[src/rtl/branch_predict_unit.sv]
// Branch predict unit: direct-mapped BTB with saturating direction counters at fetch,
// misprediction redirect at EX resolve, a sticky halt state and saturating statistics.
module branch_predict_unit #(
  parameter int PC_W  = 9,
  parameter int IDX_W = 4,
  parameter int CTR_W = 2,
  parameter int CNT_W = 16
) (
  input  logic             clk,
  input  logic             reset,
  input  logic [PC_W-1:0]  F_PC,
  output logic             F_PredTaken,
  output logic [31:0]      F_PredPC,
  output logic             F_BtbHit,
  input  logic             E_Valid,
  input  logic [PC_W-1:0]  E_PC,
  input  logic [31:0]      E_Imm,
  input  logic             E_Branch,
  input  logic             E_JmpSel,
  input  logic             E_JalrSel,
  input  logic [31:0]      E_AluResult,
  input  logic [31:0]      E_PredPC,
  input  logic             flag_halt,
  output logic [31:0]      PC_Imm,
  output logic [31:0]      PC_Four,
  output logic [31:0]      BrPC,
  output logic             PcSel,
  output logic             Halted,
  output logic [CNT_W-1:0] BranchCount,
  output logic [CNT_W-1:0] MispredCount
);

  localparam int ENTRIES = 1 << IDX_W;
  localparam int TAG_W   = PC_W - IDX_W - 2;

  localparam logic [CTR_W-1:0] CTR_ONE = 1;
  localparam logic [CTR_W-1:0] CTR_MAX = '1;
  localparam logic [CTR_W-1:0] CTR_WT  = CTR_ONE << (CTR_W - 1);
  localparam logic [CTR_W-1:0] CTR_WNT = CTR_WT - CTR_ONE;
  localparam logic [CNT_W-1:0] CNT_ONE = 1;
  localparam logic [CNT_W-1:0] CNT_MAX = '1;

  typedef enum logic {RUN, HALT} state_t;

  state_t       state_q;
  logic         halted_q;
  logic [31:0]  halt_pc_q;

  logic             btb_valid  [ENTRIES];
  logic [TAG_W-1:0] btb_tag    [ENTRIES];
  logic [31:0]      btb_target [ENTRIES];
  logic             btb_jmp    [ENTRIES];
  logic [CTR_W-1:0] btb_ctr    [ENTRIES];

  logic [CNT_W-1:0] branch_cnt_q;
  logic [CNT_W-1:0] mispred_cnt_q;

  logic [IDX_W-1:0] f_idx;
  logic [TAG_W-1:0] f_tag;
  logic [31:0]      f_pc_ext;
  logic             f_hit;
  logic             f_pred_raw;

  logic [IDX_W-1:0] e_idx;
  logic [TAG_W-1:0] e_tag;
  logic [31:0]      e_pc_ext;
  logic             e_hit;
  logic             taken;
  logic [31:0]      target_pc;
  logic [31:0]      next_seq_pc;
  logic [31:0]      correct_pc;
  logic             mispredict;
  logic             upd_en;

  // Fetch side reads registered BTB state only, so an update landing this cycle is seen next cycle.
  assign f_idx      = F_PC[IDX_W+1:2];
  assign f_tag      = F_PC[PC_W-1:IDX_W+2];
  assign f_pc_ext   = 32'(F_PC);
  assign f_hit      = btb_valid[f_idx] && (btb_tag[f_idx] == f_tag);
  assign f_pred_raw = f_hit && (btb_jmp[f_idx] || btb_ctr[f_idx][CTR_W-1]);

  assign F_BtbHit    = f_hit;
  assign F_PredTaken = !halted_q && f_pred_raw;
  assign F_PredPC    = halted_q   ? halt_pc_q :
                       f_pred_raw ? btb_target[f_idx] : f_pc_ext + 32'd4;

  assign e_idx       = E_PC[IDX_W+1:2];
  assign e_tag       = E_PC[PC_W-1:IDX_W+2];
  assign e_pc_ext    = 32'(E_PC);
  assign e_hit       = btb_valid[e_idx] && (btb_tag[e_idx] == e_tag);
  assign taken       = (E_Branch && E_AluResult[0]) || E_JmpSel;
  assign target_pc   = E_JalrSel ? E_AluResult : e_pc_ext + E_Imm;
  assign next_seq_pc = e_pc_ext + 32'd4;
  assign correct_pc  = taken ? target_pc : next_seq_pc;
  assign mispredict  = E_Valid && !halted_q && (E_PredPC != correct_pc);
  assign upd_en      = E_Valid && !halted_q && (E_Branch || E_JmpSel) && !flag_halt;

  assign PC_Imm       = target_pc;
  assign PC_Four      = next_seq_pc;
  assign PcSel        = halted_q || mispredict;
  assign BrPC         = halted_q ? halt_pc_q : (mispredict ? correct_pc : 32'd0);
  assign Halted       = halted_q;
  assign BranchCount  = branch_cnt_q;
  assign MispredCount = mispred_cnt_q;

  // Hits retrain target and counter; a miss only allocates when the branch was actually taken.
  always_ff @(posedge clk or negedge reset) begin
    if (!reset) begin
      for (int i = 0; i < ENTRIES; i++) begin
        btb_valid[i]  <= 1'b0;
        btb_tag[i]    <= '0;
        btb_target[i] <= 32'd0;
        btb_jmp[i]    <= 1'b0;
        btb_ctr[i]    <= CTR_WNT;
      end
    end else if (upd_en) begin
      if (e_hit) begin
        btb_target[e_idx] <= target_pc;
        btb_jmp[e_idx]    <= E_JmpSel;
        if (taken) begin
          if (btb_ctr[e_idx] != CTR_MAX) btb_ctr[e_idx] <= btb_ctr[e_idx] + CTR_ONE;
        end else if (btb_ctr[e_idx] != '0) begin
          btb_ctr[e_idx] <= btb_ctr[e_idx] - CTR_ONE;
        end
      end else if (taken) begin
        btb_valid[e_idx]  <= 1'b1;
        btb_tag[e_idx]    <= e_tag;
        btb_target[e_idx] <= target_pc;
        btb_jmp[e_idx]    <= E_JmpSel;
        btb_ctr[e_idx]    <= CTR_WT;
      end
    end
  end

  always_ff @(posedge clk or negedge reset) begin
    if (!reset) begin
      branch_cnt_q  <= '0;
      mispred_cnt_q <= '0;
    end else if (upd_en) begin
      if (branch_cnt_q != CNT_MAX) branch_cnt_q <= branch_cnt_q + CNT_ONE;
      if (mispredict && (mispred_cnt_q != CNT_MAX)) mispred_cnt_q <= mispred_cnt_q + CNT_ONE;
    end
  end

  // HALT is sticky; only reset brings the unit back to RUN.
  always_ff @(posedge clk or negedge reset) begin
    if (!reset) begin
      state_q   <= RUN;
      halted_q  <= 1'b0;
      halt_pc_q <= 32'd0;
    end else begin
      case (state_q)
        RUN: begin
          if (E_Valid && flag_halt) begin
            state_q   <= HALT;
            halted_q  <= 1'b1;
            halt_pc_q <= e_pc_ext;
          end
        end
        HALT: begin
          state_q  <= HALT;
          halted_q <= 1'b1;
        end
        default: begin
          state_q  <= RUN;
          halted_q <= 1'b0;
        end
      endcase
    end
  end

endmodule
[config.mk]
export PLATFORM = sky130hd
export DESIGN_NAME = branch_predict_unit
export DESIGN_NICKNAME = d
export VERILOG_FILES = /design/src/rtl/branch_predict_unit.sv
export SDC_FILE = /design/constraint.sdc
export NUM_CORES = 2
export LEC_CHECK = 0
export BUFFER_PORTS_ARGS = -buffer_cell sky130_fd_sc_hd__buf_2
export CAP_MARGIN = 5
export CORE_MARGIN = 3
export CORE_UTILIZATION = 40
export CTS_BUF_LIST = sky130_fd_sc_hd__clkbuf_4 sky130_fd_sc_hd__clkbuf_8 sky130_fd_sc_hd__clkbuf_16
export CTS_CLUSTER_SIZE = 14
export DETAILED_ROUTE_END_ITERATION = 8
export GPL_TIMING_DRIVEN = 0
export PLACE_DENSITY = 0.65
export SYNTH_ARGS = -nofsm -noshare
export SYNTH_HDL_FRONTEND = slang
export SYNTH_SLANG_ARGS = --single-unit
[constraint.sdc]
create_clock -name clk -period 7.4 [get_ports clk]
set_input_delay 1.48 -clock clk [delete_from_list [all_inputs] [get_ports clk]]
set_output_delay 1.48 -clock clk [all_outputs]
set_load 0.005 [all_outputs]
==> flow_summary_export.csv <==
group,metric,value,unit
logic_synthesis,syn_avg_cell_area,10.7,sq um
run_status,status,"finished, final reports clean",
grt,grt_max_degree,123,
layout,syn_to_final_growth,16.1,%
power,power_density,211,mW/mm^2
clock_tree,numCtsBuffers,72,
critical_path,cp-end-kind,"output port",
min_path,hp-class,"flip-flop to flip-flop",
logic_synthesis,syn-instance-count,3150,
clock_tree,cts_tree,"built",
timing,relSlewSlack,0.205,
logic_synthesis,ys_seq_area_frac,0.494,
route,drc_errors,0,
critical_path,cp.arrival,5.88,ns
route,wl_per_cell,24.2,microns
layout,finalCoreUtilization,0.473,
logic_synthesis,yosysTopAreaCell,"dfrtp_1",
power,cellLeakagePower,17.4,nW
flow_run,drv_cap,0,
floorplan,row_count,105,
grt,grt_pass1_wl,171,mm
clock_tree,clockBufferDepth,3,
critical_path,crit_fanout,10,
floorplan,die_height,297,microns
critical_path,critPathLaunchType,"input port",
place,post_dp_cell_area,0.0367,sq mm
floorplan,dieArea,0.0880,sq mm
floorplan,die-width,297,microns
timing,setup_tns,0,ns
floorplan,core,0.0829,sq mm
logic_synthesis,synth_edf_count,0,
floorplan,ios,285,
route,antenna_left,0,
layout,nets,3649,
critical_path,r2r_start,"Halted$_DFFE_PN0P_",
grt,grt_pass1_vias,26813,
floorplan,initial_core_util,0.408,
logic_synthesis,ys_ff_latch,667,
route,firstDrtPassIters,9,
timing,fin_crit_sh,0.995,
clock_tree,path_clk_slew,0.06,ns
timing,tightestPinTransition,1.16,ns
place,dp_hpwl,84.7,mm
critical_path,crit_type,"input port to output port",
place,place_worst_setup_slack,-0.747,ns
timing,timing.final.ws_setup,0.0391,ns
grt,grt_use_total,0.257,
grt,grt_overflow,0,
logic_synthesis,synth_warnings,0,
timing,whs,0.469,ns
place,port_buffers,257,
clock_tree,clock-sinks,667,
logic_synthesis,synth_cell_types,88,
layout,fillers,7746,
min_path,hold_start,"state_q$_DFF_PN0_",
logic_synthesis,synth_async_sr_flop_share,1.00,
critical_path,cp.required,5.92,ns
layout,postLayoutCellArea,0.0392,sq mm
clock_tree,clk-insertion-delay-late,0.64,ns
logic_synthesis,synthTopCellsByArea,"dfrtp_1, mux4_2, o21ai_0",
timing,finClkSkew,0.0410,ns
timing,rsz0062_at_grt,"yes",
timing,setup_violations,0,
critical_path,setup.worst_path.start,"E_AluResult[0]",
timing,period_minus_slack,7.36,ns
clock_tree,cts-root-buf,"clkbuf_16",
timing,hold_viol,0,
place,routabilityCongestion,0.957,
route,drt_iter0_drc,3028,
timing,finalMaxSlewViolations,0,
route,via_per_inst,5.84,
logic_synthesis,netlist.area_leader.share,0.482,
route,vias,27379,
timing,max_freq,0.136,GHz
route,wl,113,mm
clock_tree,h-tree-depth,3,
clock_tree,cts_hold_buf,0,
logic_synthesis,synth_ff_type,"dfrtp_1",
grt,antenna_found_initial,6,
power,vdd.ir_drop.worst,0.142,mV
logic_synthesis,synthesis.area,0.0338,sq mm
layout,drive_above_1_share,0.245,
-- layer usage --
layer	vias to the layer above	track usage	part of all wire
met3	243	0.0443	0.081
met4	2	0.101	0.040
met2	1303	0.401	0.46
met1	13948	0.360	0.42
met5	-	0	0.00011
li1	11883	-	-
-- cell usage in the layout (no fill, tap or decap), drive strengths merged, types with 27 or more instances in the layout --
master | synthesis | final
dfrtp | 651 | 651
nand2 | 604 | 604
o21ai | 553 | 553
buf | 119 | 383
clkbuf | 177 | 274
mux4 | 211 | 211
mux2 | 109 | 109
nor2 | 102 | 102
nand3 | 73 | 73
xnor2 | 55 | 55
inv | 53 | 55
a21oi | 41 | 41
nor2b | 36 | 36
nand2b | 34 | 34
nor3 | 31 | 31
nand4 | 27 | 27
-- flip-flops by register name, summed over array words and instances, names as in the netlist --
signal / flops
btb_target: 512
btb_tag: 48
btb_ctr: 32
BranchCount: 16
MispredCount: 16
btb_jmp: 16
btb_valid: 16
halt_pc_q: 9
Halted: 1
state_q: 1
-- cell usage after synthesis (all sizes together) (7+ instances only) --
cell type / instances
a211oi: 14
a21oi: 41
and2: 7
and3: 21
and4: 9
buf: 119
clkbuf: 177
dfrtp: 651
dfstp: 16
ha: 18
inv: 53
mux2: 109
mux2i: 17
mux4: 211
nand2: 604
nand2b: 34
nand3: 73
nand4: 27
nor2: 102
nor2b: 36
nor3: 31
nor4: 10
o211ai: 15
o21a: 8
o21ai: 553
o31ai: 8
or3: 9
or4: 11
xnor2: 55
xor2: 19
-- final timing paths --
| path | end | slack (ns) | cells after the start |
|---|---|---|---|
| max | BrPC[17] | 0.04 | 14 |
| max reg2reg | btb_target[413]$_DFFE_PN0P_ | 3.46 | 8 |
| min | state_q$_DFF_PN0_ | 0.47 | 1 |
| max in group asynchronous | btb_tag[38]$_DFFE_PN0P_ | 4.90 | 3 |
| min in group asynchronous | btb_target[473]$_DFFE_PN0P_ | 0.88 | 1 |
| min reg2reg | state_q$_DFF_PN0_ | 0.47 | 1 |
-- timing repair --
item	in CTS	in global routing
endpoints found under the setup margin	37	26
resized for setup	14	12
setup buffers	1	1
pin swaps	0	3
-- critical path: stages --
cell	delay (ns)
buf_2	0.15
a21oi_1	0.20
clkbuf_1	0.49
clkbuf_1	0.55
clkbuf_1	0.59
buf_1	0.71
o21ai_0	0.19
nand3_1	0.22
nor4_4	0.09
nand4_4	0.15
nand3_4	0.19
buf_4	0.31
nor2_1	0.32
buf_2	0.19
-- stage by stage --
stage / std cells / power [W]
finish: 4689 / 0.00828
detailed placement: 4556 / 0.00465
global route: 4689 / 0.00854
CTS: 4685 / 0.00830
floorplan: 3171 / 0.00423
global placement: 4551 / 0.00463
-- logic make-up after synthesis --
group                      share of synthesized area
AOI/OAI and AO/OA                              0.118
muxes                                          0.182
other                                       0.000111
buffers and inverters                         0.0459
adders and majority gates                    0.00726
DFF                                            0.494
xor gates and xnor gates                      0.0192
and+or+nand+nor                                0.133
-- final cells by class --
cell class,instances,area [sq um],area share
sequential,667,16700,0.426
multi-input combinational,2155,15700,0.400
clock buffer,98,2090,0.0534
timing repair buffer,264,1450,0.0369
tap,1123,1410,0.0358
buffer,296,1370,0.0350
clock inverter,30,317,0.00807
inverter,53,199,0.00507
antenna,3,7.51,0.000191
-- power by group --
part           switching [W]  internal, W  leakage [nW]
Clock                0.00154      0.00214          1.21
Combinational       0.000591     0.000278          6.99
Sequential         0.0000306      0.00370          9.21
Total                0.00217      0.00612          17.4
No activity file was read; power rests on OpenSTA's default activity.
